==> src/rtl/addsub_result_fifo_if.sv <==
// -----------------------------------------------------------------------------
// addsub_result_fifo_if
// Bundles the producer-side and consumer-side handshake signals of
// addsub_result_fifo, together with its occupancy and drop status.
//
//   slave  : the FIFO side (accepts in_*, presents out_*, count, drop_err)
//   master : the environment side (drives in_*, out_ready, observes the rest)
//
// Parameters:
//   DEPTH  - number of FIFO entries (power of two, >= 2)
//   WIDTH  - result width, matches the adder/subtractor Sum width
// -----------------------------------------------------------------------------
interface addsub_result_fifo_if #(
   parameter int unsigned DEPTH = 4,
   parameter int unsigned WIDTH = 8
);
   localparam int unsigned CW = $clog2(DEPTH) + 1;

   // producer side
   logic             in_valid;
   logic             in_ready;
   logic [WIDTH-1:0] in_sum;
   logic             in_cout;
   logic             in_op;

   // consumer side
   logic             out_valid;
   logic             out_ready;
   logic [WIDTH-1:0] out_sum;
   logic             out_cout;
   logic             out_op;
   logic             out_zero;
   logic             out_borrow;

   // status
   logic [CW-1:0]    count;
   logic             drop_err;

   modport slave (
      input  in_valid, in_sum, in_cout, in_op, out_ready,
      output in_ready, out_valid, out_sum, out_cout, out_op,
             out_zero, out_borrow, count, drop_err
   );

   modport master (
      output in_valid, in_sum, in_cout, in_op, out_ready,
      input  in_ready, out_valid, out_sum, out_cout, out_op,
             out_zero, out_borrow, count, drop_err
   );
endinterface

==> src/rtl/addsub_result_fifo.sv <==
// -----------------------------------------------------------------------------
// addsub_result_fifo
// Captures {op, cout, sum} results from adder_subtractor_8bit into a small
// synchronous show-ahead FIFO drained with a valid/ready handshake. Zero and
// borrow flags are derived from the head entry; any result presented while
// the FIFO is full is discarded and recorded in a sticky drop_err flag.
//
// Ports:
//   clk  - single clock, rising edge
//   rst  - synchronous, active-high; clears control state only
//   bus  - addsub_result_fifo_if.slave
//            in_valid/in_ready/in_sum/in_cout/in_op   producer handshake
//            out_valid/out_ready/out_sum/out_cout/out_op consumer handshake
//            out_zero   head valid and sum == 0
//            out_borrow head valid, subtract, and no carry-out
//            count      occupancy 0..DEPTH
//            drop_err   sticky, set when in_valid && !in_ready
// -----------------------------------------------------------------------------
module addsub_result_fifo #(
   parameter int unsigned DEPTH = 4,
   parameter int unsigned WIDTH = 8
) (
   input  logic                  clk,
   input  logic                  rst,
   addsub_result_fifo_if.slave   bus
);
   localparam int unsigned AW = $clog2(DEPTH);
   localparam int unsigned CW = AW + 1;
   localparam int unsigned EW = WIDTH + 2;   // {op, cout, sum}
   localparam logic [CW-1:0] FULL = CW'(DEPTH);

   logic [EW-1:0] mem [DEPTH];
   logic [AW-1:0] wr_ptr;
   logic [AW-1:0] rd_ptr;
   logic [CW-1:0] count_q;
   logic          drop_q;

   logic          in_ready;
   logic          out_valid;
   logic          push;
   logic          pop;
   logic [EW-1:0] head;

   // Handshake readiness depends on registered occupancy only, so a pop at
   // full never frees a slot for a push in the same cycle.
   assign in_ready  = (count_q != FULL);
   assign out_valid = (count_q != '0);
   assign push      = bus.in_valid && in_ready;
   assign pop       = out_valid && bus.out_ready;

   // Storage is data only and deliberately not reset.
   always_ff @(posedge clk) begin
      if (!rst && push) begin
         mem[wr_ptr] <= {bus.in_op, bus.in_cout, bus.in_sum};
      end
   end

   // Pointers wrap naturally because DEPTH is a power of two.
   always_ff @(posedge clk) begin
      if (rst) begin
         wr_ptr  <= '0;
         rd_ptr  <= '0;
         count_q <= '0;
         drop_q  <= 1'b0;
      end else begin
         if (push) begin
            wr_ptr <= wr_ptr + 1'b1;
         end
         if (pop) begin
            rd_ptr <= rd_ptr + 1'b1;
         end
         case ({push, pop})
            2'b10:   count_q <= count_q + 1'b1;
            2'b01:   count_q <= count_q - 1'b1;
            default: count_q <= count_q;
         endcase
         if (bus.in_valid && !in_ready) begin
            drop_q <= 1'b1;
         end
      end
   end

   // Show-ahead head entry; all data and flags forced to 0 while empty.
   always_comb begin
      head = '0;
      if (out_valid) begin
         head = mem[rd_ptr];
      end
   end

   assign bus.in_ready   = in_ready;
   assign bus.out_valid  = out_valid;
   assign bus.out_sum    = head[WIDTH-1:0];
   assign bus.out_cout   = head[WIDTH];
   assign bus.out_op     = head[WIDTH+1];
   assign bus.out_zero   = out_valid && (head[WIDTH-1:0] == '0);
   assign bus.out_borrow = out_valid && head[WIDTH+1] && !head[WIDTH];
   assign bus.count      = count_q;
   assign bus.drop_err   = drop_q;
endmodule
==> src/flat_wrapper.sv <==
// flat-port wrapper written by rule: the top's interface ports become plain ports
module addsub_result_fifo_flat 
#(
   parameter int unsigned DEPTH = 4,
   parameter int unsigned WIDTH = 8
)
  (clk, rst, bus_in_valid, bus_in_sum, bus_in_cout, bus_in_op, bus_out_ready, bus_in_ready, bus_out_valid, bus_out_sum, bus_out_cout, bus_out_op, bus_out_zero, bus_out_borrow, bus_count, bus_drop_err);
  addsub_result_fifo_if #(.DEPTH(DEPTH), .WIDTH(WIDTH)) bus_i ();
  input  logic clk;
  input  logic rst;
  input wire logic [$bits(bus_i.in_valid)-1:0] bus_in_valid;
  input wire logic [$bits(bus_i.in_sum)-1:0] bus_in_sum;
  input wire logic [$bits(bus_i.in_cout)-1:0] bus_in_cout;
  input wire logic [$bits(bus_i.in_op)-1:0] bus_in_op;
  input wire logic [$bits(bus_i.out_ready)-1:0] bus_out_ready;
  output wire logic [$bits(bus_i.in_ready)-1:0] bus_in_ready;
  output wire logic [$bits(bus_i.out_valid)-1:0] bus_out_valid;
  output wire logic [$bits(bus_i.out_sum)-1:0] bus_out_sum;
  output wire logic [$bits(bus_i.out_cout)-1:0] bus_out_cout;
  output wire logic [$bits(bus_i.out_op)-1:0] bus_out_op;
  output wire logic [$bits(bus_i.out_zero)-1:0] bus_out_zero;
  output wire logic [$bits(bus_i.out_borrow)-1:0] bus_out_borrow;
  output wire logic [$bits(bus_i.count)-1:0] bus_count;
  output wire logic [$bits(bus_i.drop_err)-1:0] bus_drop_err;
  assign bus_i.in_valid = bus_in_valid;
  assign bus_i.in_sum = bus_in_sum;
  assign bus_i.in_cout = bus_in_cout;
  assign bus_i.in_op = bus_in_op;
  assign bus_i.out_ready = bus_out_ready;
  assign bus_in_ready = bus_i.in_ready;
  assign bus_out_valid = bus_i.out_valid;
  assign bus_out_sum = bus_i.out_sum;
  assign bus_out_cout = bus_i.out_cout;
  assign bus_out_op = bus_i.out_op;
  assign bus_out_zero = bus_i.out_zero;
  assign bus_out_borrow = bus_i.out_borrow;
  assign bus_count = bus_i.count;
  assign bus_drop_err = bus_i.drop_err;
  addsub_result_fifo #(.DEPTH(DEPTH), .WIDTH(WIDTH)) u_core (.clk(clk), .rst(rst), .bus(bus_i));
endmodule
==> config.mk <==
export PLATFORM = sky130hd
export DESIGN_NAME = addsub_result_fifo_flat
export DESIGN_NICKNAME = d
export VERILOG_FILES = /design/src/rtl/addsub_result_fifo_if.sv /design/src/rtl/addsub_result_fifo.sv /design/src/flat_wrapper.sv
export SDC_FILE = /design/constraint.sdc
export NUM_CORES = 1
export LEC_CHECK = 0
export ABC_AREA = 1
export BUFFER_PORTS_ARGS = -buffer_cell sky130_fd_sc_hd__buf_2
export CAP_MARGIN = 25
export CORE_MARGIN = 10
export CORE_UTILIZATION = 30
export CTS_BUF_LIST = sky130_fd_sc_hd__clkbuf_4 sky130_fd_sc_hd__clkbuf_8 sky130_fd_sc_hd__clkbuf_16
export DETAILED_ROUTE_END_ITERATION = 7
export GPL_TIMING_DRIVEN = 0
export HOLD_SLACK_MARGIN = 0.06
export PLACE_DENSITY = 0.53
export SLEW_MARGIN = 20
export SYNTH_ARGS = -nofsm -noshare
export SYNTH_HDL_FRONTEND = slang
export SYNTH_SLANG_ARGS = --single-unit
==> constraint.sdc <==
create_clock -name clk -period 2.5 [get_ports clk]
set_input_delay 0.125 -clock clk [delete_from_list [all_inputs] [get_ports clk]]
set_output_delay 0.125 -clock clk [all_outputs]
set_load 0.005 [all_outputs]
# Word level (Yosys, flattened, before mapping)
# Memories as Yosys holds them, arrays and structs flattened. A register that Yosys moved wholly into a read port is not among the register bits.
# Cells that the tools add are included.
[word_totals]
latchBits = 0
ff_bits = 8
memories = 1
wordCells = 31
rom_bits = 0
out_inout_bits = 18
mem_bits_rw = 40
[mem_list]
columns = ["name", "depth", "word_bits", "read_ports", "rd_ports_with_merged_regs", "wr", "line", "rtl"]
rows = [
  ["u_core.mem", 4, 10, 1, 1, 1, "addsub_result_fifo.sv:32", "logic [EW-1:0] mem [DEPTH];"],
]
[classes]
bitwise = 0
div = 0
shift = 0
multipliers = 0
n_reduce_logical = 13
n_addsub = 4
eq_ne = 3
magnitude_cmp = 0
muxes = 6
[ops]
columns = ["operator", "n"]
rows = [
  ["10-bit two-way mux", 1],
  ["8-bit logical NOT", 1],
  ["1-bit logical AND", 7],
  ["3-bit one-hot mux with 2 select lines", 1],
  ["2-bit by 1-bit adder with 2-bit output, second input constant", 2],
  ["2-bit two-way mux", 2],
  ["3-bit by 1-bit adder with 3-bit output, second input constant", 1],
  ["1-bit logical NOT", 3],
  ["3-bit inequality test, second input constant", 1],
  ["3-bit nonzero test", 1],
  ["3-bit by 1-bit subtractor with 3-bit output, second input constant", 1],
  ["2-bit by 1-bit equality test with 1-bit output, second input constant", 1],
  ["2-bit equality test, second input constant", 1],
  ["1-bit two-way mux", 2],
  ["2-bit nonzero test", 1],
]

# Depth between registers and ports, before layout
# Gate-level depths: netlist of run 1.
[depth]
ltp_word = 5
mapped_depth = 10
mapped_depth_nobuf = 10

# Least setup slack after synthesis of run 1
# OpenSTA, ideal clock, no wires.
[synth_timing]
kind = "flip-flop to flip-flop"
from = "reg u_core.count_q[0] (netlist: u_core.bus.count[0])"
to = "mem u_core.mem[0][0] in the netlist's numbering, enable pin"
synth_period_minus_slack_ps = 1821
stages_incl_launch_ff = 6
setup_ps = 376
arrival_ps = 1445
slack_ps = 679
t_required_ps = 2124
path_cell_list = "dfxtp_1 > inv_1 > nand3_1 > nand2_2 > or2_4 > nor2_1"
[synth_via]
elab_chain_len = 5
[synth_lines]
columns = ["element", "line", "rtl"]
rows = [
  ["start: declaration", "addsub_result_fifo.sv:35", "logic [CW-1:0] count_q;"],
  ["start signal: assignment", "addsub_result_fifo.sv:73", "2'b10: count_q <= count_q + 1'b1;"],
  ["start signal: assignment", "addsub_result_fifo.sv:74", "2'b01: count_q <= count_q - 1'b1;"],
  ["start signal: assignment", "addsub_result_fifo.sv:75", "default: count_q <= count_q;"],
  ["3-bit inequality test", "addsub_result_fifo.sv:46", "assign in_ready = (count_q != FULL);"],
  ["via bus_in_ready", "flat_wrapper.sv:16", "output wire logic [$bits(bus_i.in_ready)-1:0] bus_in_ready;"],
  ["1-bit logical AND", "addsub_result_fifo.sv:48", "assign push = bus.in_valid && in_ready;"],
  ["1-bit logical AND", "addsub_result_fifo.sv:53", "if (!rst && push) begin"],
  ["1-bit two-way mux", "addsub_result_fifo.sv:53", ""],
  ["1-bit two-way mux (not written as such)", "addsub_result_fifo.sv:54", "mem[wr_ptr] <= {bus.in_op, bus.in_cout, bus.in_sum};"],
  ["end: declaration", "addsub_result_fifo.sv:32", ""],
]
# The timed path passes the listed nets, and every way through them passes these cells.

# Final worst setup path of run 1
[layout_timing]
from = "reg u_core.count_q[0] (netlist: u_core.bus.count[0])"
to = "mem u_core.mem[1][8] in the netlist's numbering, enable pin"
[layout_via]
elab_chain_len = 5
[layout_lines]
columns = ["element", "line"]
rows = [
  ["3-bit inequality test", "addsub_result_fifo.sv:46"],
  ["1-bit logical AND", "addsub_result_fifo.sv:48"],
  ["1-bit logical AND", "addsub_result_fifo.sv:53"],
  ["1-bit two-way mux", "addsub_result_fifo.sv:53"],
  ["1-bit two-way mux (not written as such)", "addsub_result_fifo.sv:54"],
]
# No other way between the ends.

==> results of run 1 <==
layer usage:
layer,wire length [µm],up-vias,track usage [%]
met5,0,-,0
met4,72,0,3.77
met3,225,6,2.50
met2,2240,25,14.5
met1,1970,672,9.52
li1,-,796,-
final cells by class:
cell class              instances  share of cell area (%)
flip-flops and latches         50                    52.0
multi-input cells             125                    23.7
repair buffers                 44                    10.5
well taps                      99                    4.60
inverters                      31                    4.41
clock buffers                   6                    2.83
plain buffers                   5                    1.53
clock inverters                 2                   0.325
worst paths after layout:
check / start / end / slack, ps / cells after the start
max: u_core.bus.count[0] / u_core.mem[1][8] / 490 / 6
min: bus_in_valid / u_core.bus.drop_err / 110 / 3
max reg2reg: u_core.bus.count[0] / u_core.mem[1][8] / 490 / 6
min reg2reg: u_core.bus.drop_err / u_core.bus.drop_err / 450 / 2
repair_timing:
item | CTS | global route
hold buffers | 10 | 0
hold endpoints to repair | 40 | 0
endpoints found under the setup margin | 0 | 0
flip-flops by register name, indices dropped and copies added (netlist names), named ones only:
name / count
u_core.mem: 40
u_core.bus.count: 3
u_core.rd_ptr: 2
u_core.wr_ptr: 2
u_core.bus.drop_err: 1
layout by cell type, fill, tap and decap left out, drive strengths merged:
cell type,n
a211oi,2
a21oi,10
and2,1
buf,37
clkbuf,8
clkinv,3
dfxtp,10
dlygate4sd3,10
edfxtp,40
fa,1
ha,5
inv,30
nand2,56
nand3,9
nand4,1
nor2,19
nor3,1
nor3b,3
o21a,1
o21ai,12
o21bai,1
o22ai,2
or2,1
worst max-delay path, stage by stage (launching register included):
cell and delay [ps]:
dfxtp_1 420, inv_1 130, nand3_1 120, nand2_2 100, or2_4 260, nor2_1 430, buf_4 260
logic make-up after synthesis:
| group | count (synthesis) | share of synthesized area [%] |
|---|---|---|
| simple gates | 91 | 18.4 |
| flops | 50 | 63.7 |
| buf+inv | 36 | 7.28 |
| compound gates | 28 | 6.94 |
| fa+ha+maj | 6 | 3.75 |
through the flow:
step	setup WS (ps)	util [%]	instances	hold WS (ps)
2_1_floorplan	679	-	211	224
3_3_place_gp	254	34.5	340	341
3_5_place_dp	252	34.6	341	340
4_1_cts	226	37.2	359	103
5_1_grt	288	37.5	362	116
6_report	486	37.5	362	108
power by group through the flow:
stage                     Clock [W]  Combinational, W  Sequential (W)
after floorplan                   0          0.000546         0.00105
after global placement            0          0.000861         0.00105
after detailed placement          0          0.000869         0.00106
after CTS                  0.000467          0.000882         0.00104
after global routing       0.000508          0.000997         0.00105
final                      0.000447          0.000857         0.00103
==> metrics.md, run 1 <==
| Metric | Value |
|---|---|
| CTS buffer count | 5 |
| Synth unique cells | 29 |
| Final setup TNS | 0 ps |
| Worst Path Max Fanout | 6 |
| Internal power | ~0.0015 W |
| Yosys reg bits | 50 |
| Cts repair resizes | 0 |
| Share of cells above drive strength 1 | 20.2% |
| Skew-Pair Late Insertion Delay | around 300 ps |
| Die Area | 11200 µm² |
| Worst Path Required | 2520 ps |
| Most frequent cell after synthesis | nand2_1 |
| Drt initial violations | 60 |
| Largest area contributor in the netlist | edfxtp_1 |
| Top cell type's share of synthesized area | 54.6% |
| Die Span Y | ~110 µm |
| ANT cells | 0 |
| Synth top cells by count | nand2_1 (54), edfxtp_1 (40), inv_1 (28) |
| Slew @ Worst Pin | 549 ps |
| Nets | 282 |
| Final hold vios | 0 |
| Clock power share | 19.1% |
| # setup viols final | 0 |
| WL final | 4500 µm |
| Worst Setup End Kind | flip-flop |
| Combinational Power Share | 36.7% |
| EDFF count, synth | 40 |
| Slew Viols, Final | 0 |
| Worst vdd rail ir drop | 336 µV |
| Peak Freq | 497 MHz |
| Netlist Area Pre-Place | ~2200 µm² |
| Vias per cell | 4.14 |
| CP arrival | between 2000 and 2500 ps |
| Synthesis Warnings | 0 |
| Status | finished, final reports clean |
| Drt drc | 0 |
| WS Path Type | reg -> reg |
| Routed wire per std cell | 12.4 µm |
| P_leak | 1.14 nW |
| Vias | roughly 1500 |
| Period utilization | 80.5% |
| Placer Congestion | 0.726 |
| Worst-path clk slew | approximately 90 ps |
| H-tree levels | 2 |
| Final setup skew | between 9 and 10 ps |
| Setup repair bufs after CTS | 0 |
| Initial antenna violation count | 0 |
| DP Area | approximately 2500 µm² |
| Vias in the first global route | between 1500 and 2000 |
| Max_cap viols | 0 |
| Fin crit period | 2010 ps |
| CTS Sinks | 50 |
| Switching pwr | slightly above 0.0008 W |
| Post-Syn Instances | 211 |
| Total power | 0.00234 W |
| Syn nets | around 230 |
| Post-layout instance area | 2690 µm² |
| GRT Overall Usage | between 8 and 9% |
| Die Width | 106 µm |
| GRT Residual Overflow | 0 |
| RSZ-0062 raised after global routing | no |
| Sequential share of the synthesized area | a little under two thirds |
| Synth async-reset ratio | 0% |
| Fillers | 738 |
| Core footprint | ~7200 µm² |
| Most used DFF post-synth | edfxtp_1 |
| Multi-input logic area | 639 µm² |
| Ports | 32 |
| Largest net degree at the start of global routing | 15 |
| CTS tree | done |
| Slew margin rel. | around 63% |
| DR pass1 iterations | 4 |
| Area grow syn2layout | 22.4% |
| Input/output buffers | 30 |
| Maximum root-to-sink buffer count | 2 |
| Root Driver | clkbuf_8 |
| Sw frac | a little over a third |
| First-pass GRT wire length | between 7000 and 8000 µm |
| Syn avg cell area | 10.4 µm² |
| Starting density of the core | 30.7% |
| Final ANT Viol Nets | 0 |
| Sequential power share | 44.2% |
| Rows | 31 |
| Hold Crit Class | in -> reg |
| Pwr per Cell Area | 868 nW/µm² |
| Type of origin of the critical path | flip-flop |
| Synth area leaders | edfxtp_1 (55%), nand2_1 (9.2%), dfxtp_1 (9.1%) |
| Dpl hpwl | 3230 µm |
| Storage cell area | 1400 µm² |
(Power assumes the default switching activity.)
==> inputs of run 2 (changes only) <==
==> constraint.sdc (replaced) <==
create_clock -name clk -period 1.9 [get_ports clk]
set_input_delay 0.095 -clock clk [delete_from_list [all_inputs] [get_ports clk]]
set_output_delay 0.095 -clock clk [all_outputs]
set_load 0.005 [all_outputs]
==> metrics.md, run 2 (synthesis results as in run 1) <==
| Metric | Value |
|---|---|
| Ports | 32 |
| Clock power share | about a fifth |
| Nets | around 280 |
| CTS buffer count | 5 |
| Worst Path Required | 2150 ps |
| Root Driver | clkbuf_8 |
| Drt drc | 0 |
| Internal power | 0.00205 W |
| Core footprint | 7180 µm² |
| Initial antenna violation count | 0 |
| Slew @ Worst Pin | 445 ps |
| Combinational Power Share | around 38% |
| Worst hold path cell count | 3 |
| ANT cells | 0 |
| Vias | 1514 |
| Setup WS post-layout | between 100 and 150 ps |
| Area grow syn2layout | 24.3% |
| Peak Freq | 561 MHz |
| Hold Crit Class | in -> reg |
| Worst Path Max Fanout | 4 |
| R2R Path End | u_core.bus.count[2] |
| Hold path startpoint | bus_in_valid |
| WS Path Type | reg -> reg |
| DP Cell Count | about 340 |
| Reg with most FFs | u_core.mem |
| Period utilization | between 90% and 100% |
| Maximum root-to-sink buffer count | 2 |
| Status | finished, final reports clean |
| Fin crit period | 1780 ps |
| Switching pwr | ~0.0011 W |
| Final setup TNS | 0 ps |
| Multi-input logic area | 664 µm² |
| Storage cell area | approximately 1400 µm² |
| # setup viols final | 0 |
| Input/output buffers | 30 |
| CP arrival | between 2000 and 2500 ps |
| Drt initial violations | approximately 60 |
| Die Span Y | ~110 µm |
| Worst Setup End Kind | flip-flop |
| Dpl hpwl | 3230 µm |
| CTS tree | done |
| Type of origin of the critical path | flip-flop |
| Largest register FFs | 40 |
| Share of cells above drive strength 1 | between 20% and 30% |
| FF-to-FF setup slack | 120 ps |
| GRT Residual Overflow | 0 |
| First-pass GRT wire length | 7430 µm |
| Max_cap viols | 0 |
| DR pass1 iterations | 4 |
| H-tree levels | 2 |
| R2r worst-path depth | 10 |
| Final non-filler cell total | 362 |
| Vias in the first global route | between 1500 and 2000 |
| Fillers | 737 |
| WL final | 4560 µm |
| Hold Path End | u_core.bus.drop_err |
| Sequential power share | 43.7% |
| Worst vdd rail ir drop | approximately 500 µV |
| Routed wire per std cell | between 10 and 15 µm |
| Most frequent cells in the layout | nand2_1 (54), edfxtp_1 (40), buf_2 (30) |
| Vias per cell | 4.18 |
| P_leak | 1.15 nW |
| Pwr per Cell Area | 1160 nW/µm² |
| Slew Viols, Final | 0 |
| Total power | 0.00316 W |
| Rows | 31 |
| GRT Overall Usage | 8.53% |
| Sw frac | a little over a third |
| Die Width | 106 µm |
| Starting density of the core | 30.7% |
| Placer Congestion | 0.726 |
| Final setup skew | 11.8 ps |
| Final ANT Viol Nets | 0 |
| Final hold vios | 0 |
| Largest net degree at the start of global routing | 15 |
| CTS Sinks | 50 |
| Setup WS pre-CTS | -348 ps |
| Worst-path clk slew | 90 ps |
| R2R Path Start | u_core.bus.count[1] |
| Commonest non-fill, non-tap cell in the layout | nand2_1 |
| Skew-Pair Late Insertion Delay | 300 ps |
| Slew margin rel. | 70.3% |
| Die Area | between 10000 and 15000 µm² |
[run 2: what timing repair did]
| action | CTS | global route |
|---|---|---|
| setup buffers | 2 | 1 |
| hold buffers | 10 | 0 |
| pin swaps | 2 | 1 |
| endpoints found under the setup margin | 38 | 7 |
| endpoints found under the hold margin | 40 | 0 |
| resized for setup | 9 | 11 |
[run 2: area by class of cell]
cell class | count | share of cell area, %
Sequential cell | 50 | 51.5
Multi-Input combinational cell | 125 | 24.3
Timing Repair Buffer | 44 | 10.4
Inverter | 31 | 4.57
Tap cell | 99 | 4.53
Clock buffer | 6 | 2.79
Buffer | 5 | 1.65
Clock inverter | 2 | 0.320
[run 2: routing by layer]
layer	track usage, %	vias to the layer above	part of all wire, %
met3	2.50	6	4.1
met1	9.27	687	44
met2	15.0	24	50
met5	0	-	0
li1	-	797	-
met4	3.77	0	1.7
[run 2: power groups by stage]
stage               Sequential (W)  Combinational (W)  Clock [W]
floorplan                  0.00138           0.000719          0
global placement           0.00139            0.00113          0
detailed placement         0.00139            0.00114          0
CTS                        0.00136            0.00121   0.000615
global route               0.00140            0.00137   0.000668
finish                     0.00138            0.00119   0.000593
[run 2: worst max-delay path by stage]
| stage | slack, ps | startpoint | end | depth (start not counted) |
|---|---|---|---|---|
| after global placement | -350 | u_core.bus.count[0] | u_core.mem[3][9] | 5 |
| after detailed placement | -350 | u_core.bus.count[0] | u_core.mem[2][9] | 5 |
| after floorplan | 80 | u_core.bus.count[0] | u_core.mem[0][0] | 5 |
| after global routing | -5 | u_core.bus.count[1] | u_core.bus.count[2] | 10 |
| final | 120 | u_core.bus.count[1] | u_core.bus.count[2] | 10 |
| after CTS | 30 | u_core.bus.count[1] | u_core.bus.count[2] | 10 |
[run 2: per-stage QoR]
stage               area [µm²]  util, %  hold slack (ps)
finish                    2740     38.1             74.0
CTS                       2710     37.8             71.7
floorplan                 2200        -              194
global placement          2470     34.5              311
detailed placement        2490     34.6              310
global route              2740     38.1             84.2
[run 2: critical path, cell delays in order, from the launching register on]
cell	delay, ps
dfxtp_2	360
inv_2	80
nand3_1	110
nand2_2	100
ha_1	140
inv_1	60
fa_1	380
a21oi_1	140
o21ai_1	100
a21oi_1	130
o21a_1	130
